**config.mk**
```make
export PLATFORM = sky130hd
export DESIGN_NAME = fetch_queue_flat
export DESIGN_NICKNAME = d
export VERILOG_FILES = /design/src/rtl/fetch_queue_if.sv /design/src/rtl/fetch_queue.sv /design/src/flat_wrapper.sv
export SDC_FILE = /design/constraint.sdc
export NUM_CORES = 1
export LEC_CHECK = 0
export CAP_MARGIN = 20
export CORE_MARGIN = 3
export CORE_UTILIZATION = 30
export CTS_BUF_LIST = sky130_fd_sc_hd__clkbuf_8 sky130_fd_sc_hd__clkbuf_16
export CTS_CLUSTER_DIAMETER = 100
export DETAILED_ROUTE_END_ITERATION = 16
export SLEW_MARGIN = 20
export SYNTH_ARGS = -nofsm -noshare
export SYNTH_HDL_FRONTEND = slang
export SYNTH_SLANG_ARGS = --single-unit
```
**constraint.sdc**
```tcl
create_clock -name clock -period 4.1 [get_ports clock]
set_clock_uncertainty 0.2 [all_clocks]
set_input_delay 0.82 -clock clock [delete_from_list [all_inputs] [get_ports clock]]
set_output_delay 0.82 -clock clock [all_outputs]
set_load 0.1 [all_outputs]
```
**src/rtl/fetch_queue_if.sv**
```systemverilog
// Fetch front-end bus: instruction-memory port plus the decode-facing queue head.
// master = fetch_queue side, slave = memory/decode side.
interface fetch_queue_if #(parameter int DEPTH = 4);
    localparam int CW = $clog2(DEPTH) + 1;

    logic              imem_req;
    logic [31:0]       imem_addr;
    logic              imem_valid;
    logic [31:0]       imem_data;
    logic              redirect;
    logic [31:0]       redirect_pc;
    logic              inst_valid;
    logic              inst_ready;
    logic [31:0]       inst_out;
    logic [31:0]       pc_next_out;
    logic [CW-1:0]     count;

    modport master (
        output imem_req, imem_addr,
        input  imem_valid, imem_data,
        input  redirect, redirect_pc,
        output inst_valid,
        input  inst_ready,
        output inst_out, pc_next_out, count
    );

    modport slave (
        input  imem_req, imem_addr,
        output imem_valid, imem_data,
        output redirect, redirect_pc,
        input  inst_valid,
        output inst_ready,
        input  inst_out, pc_next_out, count
    );
endinterface

```
**src/rtl/fetch_queue.sv**
```systemverilog
// Instruction-fetch front end: sequences fetch PC, keeps one imem request in flight
// and buffers returned words in a DEPTH-entry FIFO ahead of the IF/ID register.
module fetch_queue #(
    parameter int          DEPTH    = 4,
    parameter logic [31:0] RESET_PC = 32'h0
) (
    input logic           clock,
    input logic           reset,
    fetch_queue_if.master bus
);
    localparam int AW = $clog2(DEPTH);
    localparam int CW = AW + 1;

    typedef struct packed {
        logic [31:0] instr;
        logic [31:0] pc;
    } entry_t;

    entry_t        entries [DEPTH];
    entry_t        head;
    logic [AW-1:0] rd_ptr, wr_ptr;
    logic [CW-1:0] count;
    logic [31:0]   fetch_pc, req_pc;
    logic          pending, drop;
    logic          inst_valid, pop, rsp, push, issue;
    logic [CW:0]   reserved;

    assign head = entries[rd_ptr];

    always_comb begin
        inst_valid = (count != '0) & ~bus.redirect & ~reset;
        pop        = inst_valid & bus.inst_ready;
        rsp        = bus.imem_valid & pending;
        push       = rsp & ~drop & ~bus.redirect;
        // The in-flight request already owns a slot, so the full check counts it.
        reserved   = {1'b0, count} + {{CW{1'b0}}, pending} - {{CW{1'b0}}, pop};
        issue      = ~reset & ~bus.redirect & (~pending | bus.imem_valid)
                   & (reserved < (CW+1)'(DEPTH));
    end

    assign bus.imem_req    = issue;
    assign bus.imem_addr   = fetch_pc;
    assign bus.inst_valid  = inst_valid;
    assign bus.inst_out    = inst_valid ? head.instr : 32'h0;
    assign bus.pc_next_out = inst_valid ? head.pc + 32'd4 : 32'h0;
    assign bus.count       = count;

    always_ff @(posedge clock) begin
        if (push) entries[wr_ptr] <= '{instr: bus.imem_data, pc: req_pc};
    end

    always_ff @(posedge clock) begin
        if (reset) begin
            fetch_pc <= RESET_PC;
            req_pc   <= RESET_PC;
            count    <= '0;
            rd_ptr   <= '0;
            wr_ptr   <= '0;
            pending  <= 1'b0;
            drop     <= 1'b0;
        end else if (bus.redirect) begin
            // A response landing this same cycle retires the old request outright.
            count    <= '0;
            rd_ptr   <= '0;
            wr_ptr   <= '0;
            fetch_pc <= bus.redirect_pc;
            drop     <= pending & ~bus.imem_valid;
            pending  <= pending & ~bus.imem_valid;
        end else begin
            if (push) wr_ptr <= wr_ptr + AW'(1);
            if (pop)  rd_ptr <= rd_ptr + AW'(1);
            if (push & ~pop)      count <= count + CW'(1);
            else if (pop & ~push) count <= count - CW'(1);
            if (rsp & drop) drop <= 1'b0;
            if (issue) begin
                pending  <= 1'b1;
                req_pc   <= fetch_pc;
                fetch_pc <= fetch_pc + 32'd4;
            end else if (rsp) begin
                pending  <= 1'b0;
            end
        end
    end
endmodule

```
**src/flat_wrapper.sv**
```systemverilog
// flat-port wrapper written by rule: the top's interface ports become plain ports
module fetch_queue_flat 
#(
    parameter int          DEPTH    = 4,
    parameter logic [31:0] RESET_PC = 32'h0
)
  (clock, reset, bus_imem_req, bus_imem_addr, bus_imem_valid, bus_imem_data, bus_redirect, bus_redirect_pc, bus_inst_valid, bus_inst_ready, bus_inst_out, bus_pc_next_out, bus_count);
  fetch_queue_if #(.DEPTH(DEPTH)) bus_i ();
  input logic clock;
  input logic reset;
  output wire logic [$bits(bus_i.imem_req)-1:0] bus_imem_req;
  output wire logic [$bits(bus_i.imem_addr)-1:0] bus_imem_addr;
  input wire logic [$bits(bus_i.imem_valid)-1:0] bus_imem_valid;
  input wire logic [$bits(bus_i.imem_data)-1:0] bus_imem_data;
  input wire logic [$bits(bus_i.redirect)-1:0] bus_redirect;
  input wire logic [$bits(bus_i.redirect_pc)-1:0] bus_redirect_pc;
  output wire logic [$bits(bus_i.inst_valid)-1:0] bus_inst_valid;
  input wire logic [$bits(bus_i.inst_ready)-1:0] bus_inst_ready;
  output wire logic [$bits(bus_i.inst_out)-1:0] bus_inst_out;
  output wire logic [$bits(bus_i.pc_next_out)-1:0] bus_pc_next_out;
  output wire logic [$bits(bus_i.count)-1:0] bus_count;
  assign bus_imem_req = bus_i.imem_req;
  assign bus_imem_addr = bus_i.imem_addr;
  assign bus_i.imem_valid = bus_imem_valid;
  assign bus_i.imem_data = bus_imem_data;
  assign bus_i.redirect = bus_redirect;
  assign bus_i.redirect_pc = bus_redirect_pc;
  assign bus_inst_valid = bus_i.inst_valid;
  assign bus_i.inst_ready = bus_inst_ready;
  assign bus_inst_out = bus_i.inst_out;
  assign bus_pc_next_out = bus_i.pc_next_out;
  assign bus_count = bus_i.count;
  fetch_queue #(.DEPTH(DEPTH), .RESET_PC(RESET_PC)) u_core (.clock(clock), .reset(reset), .bus(bus_i));
endmodule
```
==> Word-level counts from Yosys, hierarchy flattened <==
Memory sizes are Yosys's and may differ from the RTL's. A register that Yosys moved wholly into a read port is not among the register bits.
Cells that the tools add are included.
{ "totals": {"reg_bits": 73, "ramBits": 256, "output_inout_bits": 101, "word_cells": 60, "mem_count": 1} }
{ "memory_table": {"columns": ["name", "words", "word_bits", "rd", "rd_clocked_by_memory_dff", "wr", "line_no", "source"], "rows": [
  ["u_core.entries", 4, 64, 1, 1, 1, "fetch_queue.sv:19", "entry_t entries [DEPTH];"]
]} }
{ "classes": {"n_addsub": 8, "n_lt_le_gt_ge": 1, "n_mux": 15, "n_bitwise": 21, "n_reduce_logical": 7} }
{ "ops": {"columns": ["op", "count"], "rows": [
  ["two-way mux 32 bit", 4],
  ["adder 32 x 3 -> 32 bit (second input constant)", 2],
  ["AND 1 bit", 13],
  ["two-way mux 1 bit", 7],
  ["NOT 1 bit", 7],
  ["two-way mux 3 bit", 2],
  ["nonzero test 2 bit", 3],
  ["nonzero test 3 bit", 2],
  ["adder 2 x 1 -> 2 bit (second input constant)", 2],
  ["adder 3 x 1 -> 4 bit", 1],
  ["< comparator 4 x 3 -> 1 bit (second input constant)", 1],
  ["two-way mux 2 bit", 2],
  ["subtractor 4 x 1 -> 4 bit", 1],
  ["adder 3 x 1 -> 3 bit (second input constant)", 1],
  ["subtractor 3 x 1 -> 3 bit (second input constant)", 1],
  ["AND reduction 2 bit", 1],
  ["OR reduction 2 bit", 1],
  ["bitwise OR 1 bit", 1]
]} }

==> Logic depth before layout (Yosys ltp) <==
Gate-level depths: netlist of run 1.
{ "depth": {"word_depth": 9, "ltp_mapped": 15, "ltp_nobuf": 14} }

==> Worst setup path after synthesis of run 1 <==
OpenSTA, ideal clock, no wires.
{ "synth_path": {"path_kind": "flip-flop to output port", "startpoint": "register u_core.count[0], in the netlist u_core.bus.count[0]", "endpoint": "output port bus_imem_req", "arrival_ns": 3.774, "t_required_ns": 3.080, "path_slack_ns": -0.694, "path_stages_with_launch": 13, "n_path_buf": 1, "path_cell_list": "dfxtp_1 -> o31ai_1 -> inv_1 -> nand2_1 -> inv_1 -> ha_1 -> inv_1 -> ha_1 -> and3b_1 -> a2111oi_4 -> o211ai_1 -> inv_2 -> buf_1"} }
{ "synth_between": {"elab_chain_cells": 7, "word_cells_on_any_way": 8, "cone_classes": "add/sub (2); order compare (1); bitwise (4); reduce/logical (1)"} }
{ "synth_lines": {"columns": ["item", "line_no", "source"], "rows": [
  ["start, declared", "fetch_queue.sv:22", "logic [CW-1:0] count;"],
  ["start signal, assigned", "fetch_queue.sv:72", "if (push & ~pop) count <= count + CW'(1);"],
  ["start signal, assigned", "fetch_queue.sv:73", "else if (pop & ~push) count <= count - CW'(1);"],
  ["nonzero test 3 bit", "fetch_queue.sv:31", "inst_valid = (count != '0) & ~bus.redirect & ~reset;"],
  ["AND 1 bit (2 in a row)", "fetch_queue.sv:31", null],
  ["AND 1 bit", "fetch_queue.sv:32", "pop = inst_valid & bus.inst_ready;"],
  ["via u_core.pop", "fetch_queue.sv:25", "logic inst_valid, pop, rsp, push, issue;"],
  ["subtractor 4 x 1 -> 4 bit", "fetch_queue.sv:36", "reserved = {1'b0, count} + {{CW{1'b0}}, pending} - {{CW{1'b0}}, pop};"],
  ["< comparator 4 x 3 -> 1 bit", "fetch_queue.sv:38", "& (reserved < (CW+1)'(DEPTH));"],
  ["AND 1 bit", "fetch_queue.sv:38", null],
  ["end, declared", "flat_wrapper.sv:11", "output wire logic [$bits(bus_i.imem_req)-1:0] bus_imem_req;"]
]} }
The timed path passes the listed nets, and every way through them passes these cells.

==> impl_metrics.yaml, run 1 <==
yosys:
  synth_area_um2: 14000
  ys_seq_elements: 331
  synth_area_leaders: "edfxtp_1 (55%), dfxtp_1 (11%), mux4_2 (8.1%)"
  yosysWarnings: 0
  synth_nets: 1014
  synth-async-reset-ratio_pct: 0
  synth_cell_type_count: 65
  synth-edff-count: 256
  synth-main-ff-cell: "edfxtp_1"
  yosysSeqAreaShare_pct: 65.8
  synthCells: 934
  yosys.area.top_type: "edfxtp_1"
  syn_avg_cell_area_um2: 14.9
  netlist.area_leader.share_pct: 55.1
timing:
  slew_violations: 0
  worst_pin_slew_ns: 1.01
  timing.slew.headroom_pct: 32.3
  fmax_mhz: 249
  fin_crit_ns: 4.01
  rsz0062_at_grt: "true"
  setup_slack_ns: 0.0869
  fin_crit_sh_pct: 97.9
  report.final.hold_viol_count: 0
  finalSetupViolations: 0
setup_path:
  path_class: "register to output port"
  arrival_ns: 2.99
  worstPathRequired_ns: 3.08
  crit_fanout: 7
  crit_path_end_kind: "output port"
  critPathLaunchType: "register"
hold_path:
  hp-class: "register to register"
die:
  start_util_pct: 30.6
  fp.dieH_um: 222
  die_x_um: 222
  pin_count: 170
  std_cell_rows: 78
  die_area_um2: 49200
  core_area_um2: 45700
final_layout:
  nFillCells: 4183
  nets: 1232
  drive_gt1_share_pct: 25.6
  fin_util_pct: 41.1
  regArea_um2: 9200
  fin_area_um2: 18800
  area_growth_pct: 34.5
  multi_input_area_um2: 4640
place:
  place_congestion: 0.875
  io_buffers: 169
  dpl_cell_area_um2: 17200
  dpl_worst_slack_ns: -0.105
  hpwl_mm: 21.8
detailed_routing:
  num_vias: 8799
  firstDrtPassIters: 5
  avgViaCountPerCell: 4.94
  wl_per_cell_um: 19.1
  ant_nets: 0
  routed_wl_mm: 34.0
  drc_errors: 0
  drtIter0Drc: 607
clock_network:
  cts_max_path_buffers: 3
  cts_tree: "yes"
  htree_levels: 2
  path_clk_slew_ns: 0.06
  clock_latency_ns: 0.54
  root_buffer: "clkbuf_16"
  cts_sinks: 331
  cts_buffers: 37
  cts_hold_buf: 0
grt:
  grt_pass1_vias: 9005
  grt_use_total_pct: 13.5
  antenna_found_initial: 0
  grt_overflow: 0
  grt_start_max_net_pins: 68
  grt_pass1_wl_mm: 52.4
pwr:
  switchingPower_mw: 1.67
  p_comb_share_pct: 6.6
  power_density_nw_per_um2: 396
  peakVddDrop_v: 0.000246
  power_leakage_nw: 6.31
  seq_power_share_pct: 49.7
  swShare_pct: 22.4
  p_int_mw: 5.77
  pwr-share-clk_pct: 43.7
job:
  cap_violations: 0
status:
  outcome: "finished, final reports clean"
-- cells in the mapped netlist, drive strengths merged (2+ instances only) --
cell type / instances
edfxtp: 256
nand2: 88
dfxtp: 75
mux4: 64
a21oi: 57
and2: 46
nor2: 45
clkbuf: 29
inv: 29
buf: 23
nand3: 19
o31ai: 19
or4: 19
a311oi: 16
nand4: 15
a211oi: 12
xnor2: 12
and4: 11
o21ai: 11
ha: 10
xor2: 10
or3: 8
a2111oi: 7
mux2i: 6
nor3: 5
and3: 4
o31a: 4
or2: 4
a21o: 3
nand2b: 3
a31o: 2
a31oi: 2
and3b: 2
nor4: 2
o211ai: 2
o21bai: 2
-- routing by layer --
layer | track usage [%] | up-vias | wire [um] | part of all wire [%]
met4 | 3.80 | 0 | 657 | 1.9
met5 | 0 | - | 0 | 0
met3 | 3.01 | 50 | 2380 | 7.0
met2 | 21.6 | 320 | 15700 | 46
met1 | 18.6 | 4342 | 15200 | 45
li1 | - | 4087 | - | -
-- cell type report --
| class | instances | area share [%] |
|---|---|---|
| Multi-Input combinational cell | 525 | 24.7 |
| Sequential cell | 331 | 49.0 |
| Timing Repair Buffer | 228 | 15.3 |
| Tap cell | 600 | 4.00 |
| Antenna cell | 2 | 0.0266 |
| Clock inverter | 29 | 1.52 |
| Inverter | 29 | 0.579 |
| Clock buffer | 37 | 4.93 |
-- cells by family after synthesis --
group | share of synthesized area [%]
DFF | 65.8
adders and majority gates | 1.04
AOI/OAI and AO/OA | 7.08
buffers and inverters | 2.80
muxes | 11.1
xor gates and xnor gates | 1.38
and+or+nand+nor | 10.8
-- registers in the layout, indices dropped and copies added, names as in the netlist, named ones only --
name / cells
u_core.rd_ptr: 2
u_core.req_pc: 32
u_core.pending: 1
u_core.entries: 256
u_core.drop: 1
u_core.wr_ptr: 2
u_core.bus.count: 3
u_core.bus.imem_addr: 32
-- critical path, cell delays in order (launching register included) --
cell	delay, ns
dfxtp_4	0.38
buf_6	0.15
buf_4	0.13
mux4_2	0.39
and4_4	0.31
nand3_4	0.14
or4_4	0.58
a21oi_4	0.16
buf_12	0.20
-- final timing paths --
path                             from                  endpoint  slack [ns]  depth (start not counted)
hold reg to reg     u_core.req_pc[27]         u_core.req_pc[27]        0.30                          2
setup reg to reg  u_core.bus.count[0]  u_core.bus.imem_addr[23]        0.79                         14
hold / removal      u_core.req_pc[27]         u_core.req_pc[27]        0.30                          2
setup / recovery             register       bus_pc_next_out[30]        0.09                          8
-- layout by cell type, fill, tap and decap left out, drive strengths merged, types with 44 or more instances in the layout --
master and instances:
buf 128, edfxtp 256, mux4 64, nor2 45, a21oi 57, nand2 88, dfxtp 75, clkdlybuf4s50 98
and2 46, inv 44
-- through the flow --
stage	setup TNS [ns]	hold slack, ns	std cells	total power, mW
2_1_floorplan	-2.04	0.260	934	4.05
3_3_place_gp	-0.183	0.274	1689	4.25
3_5_place_dp	-0.533	0.295	1689	4.26
4_1_cts	0	0.303	1770	7.53
5_1_grt	-0.0230	0.329	1779	7.68
6_report	0	0.297	1781	7.44
-- power groups by stage --
stage | logic, mW | registers [mW] | clock network [mW]
after floorplan | 0.143 | 3.91 | 0
after global placement | 0.484 | 3.77 | 0
after detailed placement | 0.488 | 3.77 | 0
after CTS | 0.492 | 3.70 | 3.34
after global routing | 0.519 | 3.71 | 3.46
final | 0.491 | 3.70 | 3.25
-- repair_timing --
action	CTS	global route
setup buffers	13	8
gates resized for setup	19	29
pin swaps	10	17
endpoints found under the hold margin	0	0
endpoints found under the setup margin	18	12
gates cloned	2	1
(Power assumes the default switching activity.)
==> run 2: changes to the inputs <==
- CTS_CLUSTER_SIZE: not set -> 40
==> run 2 against run 1 <==
Compared with the run above: die area did not move; largest power group unchanged; count of clock-buffer cells in the layout fell by 22; sequential share of layout area up 1.6 points; fmax shrank 3.1%; non-clock buffer count rose by 7; the flow now finishes with violations (setup timing).
==> impl_metrics.yaml, run 2 (synthesis results as in run 1) <==
clock_network:
  cts_tree: "yes"
  htree_levels: 1
  root_buffer: "clkbuf_16"
  clock_latency_ns: 0.53
  path_clk_slew_ns: 0.14
  cts_max_path_buffers: 3
  cts_buffers: 15
  cts_sinks: 331
detailed_routing:
  drc_errors: 0
  num_vias: 8673
  ant_nets: 0
  avgViaCountPerCell: 4.96
  firstDrtPassIters: 5
  drtIter0Drc: 635
  wl_per_cell_um: 19.3
  routed_wl_mm: 33.7
final_layout:
  largest_reg_flops: 256
  layout_commonest_cell: "edfxtp_1"
  final_cell_mix: "edfxtp_1 (256), clkdlybuf4s50_1 (99), nand2_1 (86)"
  nets: 1217
  fin_area_um2: 18200
  drive_gt1_share_pct: 24.0
  regMostFlops: "u_core.entries"
  finalNonFillerCells: 1747
  nFillCells: 4212
  area_growth_pct: 30.3
place:
  hpwl_mm: 21.8
  dpl_cell_area_um2: 17200
  io_buffers: 169
  dpl.cell_count: 1689
  place_congestion: 0.875
grt:
  grt_overflow: 0
  grt_pass1_wl_mm: 51.9
  antenna_found_initial: 0
  grt_start_max_net_pins: 68
  grt_pass1_vias: 8780
  grt_use_total_pct: 13.3
die:
  std_cell_rows: 78
  core_area_um2: 45700
  pin_count: 170
  fp.dieH_um: 222
  start_util_pct: 30.6
  die_x_um: 222
  die_area_um2: 49200
timing:
  finalSetupViolations: 3
  holdWs_ns: 0.282
  fin_crit_sh_pct: 101
  fmax_mhz: 241
  slew_violations: 0
  worst_pin_slew_ns: 1.01
  report.final.hold_viol_count: 0
  timing.slew.headroom_pct: 32.3
  fin_crit_ns: 4.14
  setup_slack_ns: -0.0426
  rsz0062_at_grt: "true"
setup_path:
  cpMostUsedCell: "buf_12"
  critPathLaunchType: "register"
  arrival_ns: 3.12
  path_class: "register to output port"
  worstPathRequired_ns: 3.08
  crit_path_end_kind: "output port"
  slowest_stage: "or4b_4"
  crit_fanout: 7
  crit_path_max_incr_delay_ns: 0.53
  path_cells: "buf_6 -> buf_12 -> mux4_2 -> ha_4 -> and4_4 -> nand3_4 -> or4b_4 -> a21oi_4 -> buf_12"
status:
  outcome: "finished with violations"
  violations: "setup timing"
hold_path:
  hp-class: "register to register"
pwr:
  peakVddDrop_v: 0.000288
  power_leakage_nw: 5.99
  power_density_nw_per_um2: 334
job:
  cap_violations: 0
-- run 2: cell types whose count changed in the layout (fill, tap and decap cells not counted), moves of 3 or more --
cell       previous run  this run
mux4_1                8        11
inv_1                38        31
mux4_2               56        53
clkbuf_16            37        15
clkinv_16             0         3
buf_4                51        57
bufinv_16             5         0
clkinv_1              5         0
-- run 2: repair_timing --
action / 4_1_cts / 5_1_grt
endpoints found under the setup margin: 18 / 16
cloned: 2 / 1
pin swaps: 8 / 23
buffers inserted: 17 / 11
endpoints found under the hold margin: 0 / 0
resized for setup: 16 / 20
hold buffers: 0 / 0
-- run 2: area by class of cell --
cell class	instances	area [um^2]	share of cell area, %
flip-flops and latches	331	9200	50.5
multi-input cells	525	4640	25.5
repair buffers	235	2950	16.2
well taps	600	751	4.13
clock buffers	15	375	2.06
clock inverters	11	171	0.942
inverters	29	109	0.598
diodes	1	2.50	0.0138
-- run 2: worst paths after layout --
kind | startpoint | end | slack (ns) | depth (start not counted)
setup / recovery | register | bus_pc_next_out[20] | -0.04 | 9
hold / removal | u_core.bus.imem_addr[30] | u_core.req_pc[30] | 0.28 | 2
setup reg to reg | u_core.bus.count[0] | u_core.bus.imem_addr[29] | 0.79 | 14
hold reg to reg | u_core.bus.imem_addr[30] | u_core.req_pc[30] | 0.28 | 2
-- run 2: metrics by stage --
step / TNS (ns) / utilization (%) / power, mW / setup slack [ns]
detailed placement: -0.533 / 37.7 / 4.26 / -0.105
floorplan: -2.04 / - / 4.05 / -0.306
finish: -0.0561 / 39.8 / 6.08 / -0.0426
CTS: -0.158 / 39.4 / 6.16 / -0.0422
global placement: -0.183 / 37.7 / 4.25 / -0.0735
global route: -1.14 / 39.8 / 6.30 / -0.114
-- run 2: worst max-delay path: cells and delay by family (launching register included) --
kind,cells,cell delay (ns)
buffers and inverters,3,0.45
muxes,1,0.38
AOI/OAI and AO/OA,1,0.19
adders and majority gates,1,0.16
DFF,1,0.41
and+or+nand+nor,3,0.97
-- run 2: layer usage --
metal | GRT usage [%] | share of wire (%)
met3 | 2.50 | 5.0
met1 | 19.0 | 47
met4 | 2.11 | 1.5
met2 | 21.5 | 47
met5 | 0 | 0
-- run 2: report_power, final --
part | internal, mW | leakage (nW) | total (mW) | switching, mW
logic | 0.166 | 2.59 | 0.492 | 0.326
registers | 3.64 | 3.13 | 3.70 | 0.0603
clock network | 0.756 | 0.267 | 1.89 | 1.13
==> run 3: changes to the inputs <==
- DONT_BUFFER_PORTS: not set -> 1
==> run 3 against run 2 <==
Compared with the run above: the run now ends clean; routed wire length is 4.0% lower; register-to-register slack better by 0.05 ns; non-clock buffer count is 97 lower; sequential share of layout area is 4.2 points higher.
==> impl_metrics.yaml, run 3 (synthesis results as in run 1) <==
place:
  dpl_cell_area_um2: 16200
  hpwl_mm: 21.3
  place_congestion: 0.873
  io_buffers: 0
  dpl_worst_slack_ns: 0.219
final_layout:
  layout_commonest_cell: "edfxtp_1"
  diodes: 0
  fin_util_pct: 36.8
  fin_area_um2: 16800
  area_growth_pct: 20.4
  drive_gt1_share_pct: 26.5
  regMostFlops: "u_core.entries"
  largest_reg_flops: 256
  nets: 1116
  final_cell_mix: "edfxtp_1 (256), nand2_1 (88), buf_4 (73), dfxtp_1 (73), buf_12 (60)"
grt:
  antenna_found_initial: 0
  grt_pass1_wl_mm: 49.2
  grt_pass1_vias: 8134
  grt_overflow: 0
  grt_start_max_net_pins: 69
  grt_use_total_pct: 12.6
setup_path:
  path_class: "register to output port"
  critPathLaunchType: "register"
  worstPathRequired_ns: 3.08
  crit_path_end_kind: "output port"
  crit_fanout: 8
  arrival_ns: 3.02
timing:
  setup_tns_ns: 0
  fin_crit_sh_pct: 98.6
  fin_crit_ns: 4.04
  timing.slew.headroom_pct: 25.6
  finalSetupViolations: 0
  slew_violations: 0
  report.final.hold_viol_count: 0
  worst_pin_slew_ns: 1.11
  rsz0062_at_grt: "true"
  fmax_mhz: 247
  setup_slack_ns: 0.0591
pwr:
  power_leakage_nw: 5.46
  peakVddDrop_v: 0.000261
  power_density_nw_per_um2: 340
clock_network:
  cts_sinks: 331
  cts_hold_buf: 0
  cts_buffers: 13
  htree_levels: 1
  path_clk_slew_ns: 0.14
  cts_max_path_buffers: 3
  root_buffer: "clkbuf_16"
  clock_latency_ns: 0.52
  cts_tree: "yes"
job:
  cap_violations: 0
die:
  start_util_pct: 30.6
  std_cell_rows: 78
  die_x_um: 222
  pin_count: 170
  die_area_um2: 49200
  fp.dieH_um: 222
  core_area_um2: 45700
detailed_routing:
  drtIter0Drc: 547
  wl_per_cell_um: 19.7
  avgViaCountPerCell: 5.03
  routed_wl_mm: 32.3
  ant_nets: 0
  firstDrtPassIters: 7
  drc_errors: 0
  num_vias: 8257
hold_path:
  hp-class: "primary input to register"
status:
  outcome: "finished, final reports clean"
run 3: routing by layer:
layer / track usage [%] / up-vias / share of wire, %
met3: 3.22 / 27 / 7.2
li1: - / 3815 / -
met4: 2.27 / 0 / 1.7
met2: 20.3 / 259 / 46
met5: 0 / - / 0
met1: 17.5 / 4156 / 45
run 3: worst max-delay path: stages (launching register included):
cell and delay (ns):
dfxtp_4 0.41, buf_6 0.15, mux4_2 0.41, ha_4 0.17, and4_4 0.25, nand3_4 0.13
or4_1 0.57, a21oi_2 0.20, buf_12 0.20
run 3: final cells by class:
type | instances | area [um^2]
Clock buffer | 13 | 325
Clock inverter | 8 | 81.3
Fill cell | 4341 | 28900
Inverter | 29 | 109
Multi-Input combinational cell | 523 | 4540
Sequential cell | 331 | 9200
Tap cell | 600 | 751
Timing Repair Buffer | 138 | 1810
run 3: power by group:
part           total [mW]  internal [mW]  switching, mW
Combinational       0.374         0.0924          0.281
Clock                1.64          0.624           1.02
Sequential           3.70           3.64         0.0607
run 3: path summary, 6_finish.rpt:
kind                             from                       end  slack (ns)  cells after the start
setup reg to reg  u_core.bus.count[0]  u_core.bus.imem_addr[21]        0.84                     13
hold / removal                  reset            u_core.pending        0.14                      1
hold reg to reg     u_core.req_pc[24]     u_core.entries[3][24]        0.29                      0
setup / recovery             register       bus_pc_next_out[24]        0.06                      8
run 3: what timing repair did:
action / CTS / global route
endpoints found under the hold margin: 0 / 0
resized for setup: 11 / 16
buffers inserted: 18 / 2
pin swaps: 5 / 11
endpoints found under the setup margin: 15 / 16
gates cloned: 1 / 0
run 3: through the flow:
stage,power (mW),hold WS (ns),instances
6_report,5.71,0.145,1642
5_1_grt,5.91,0.122,1642
4_1_cts,5.77,0.122,1640
3_5_place_dp,4.15,0.289,1600
3_3_place_gp,4.14,0.277,1600
2_1_floorplan,4.05,0.260,934
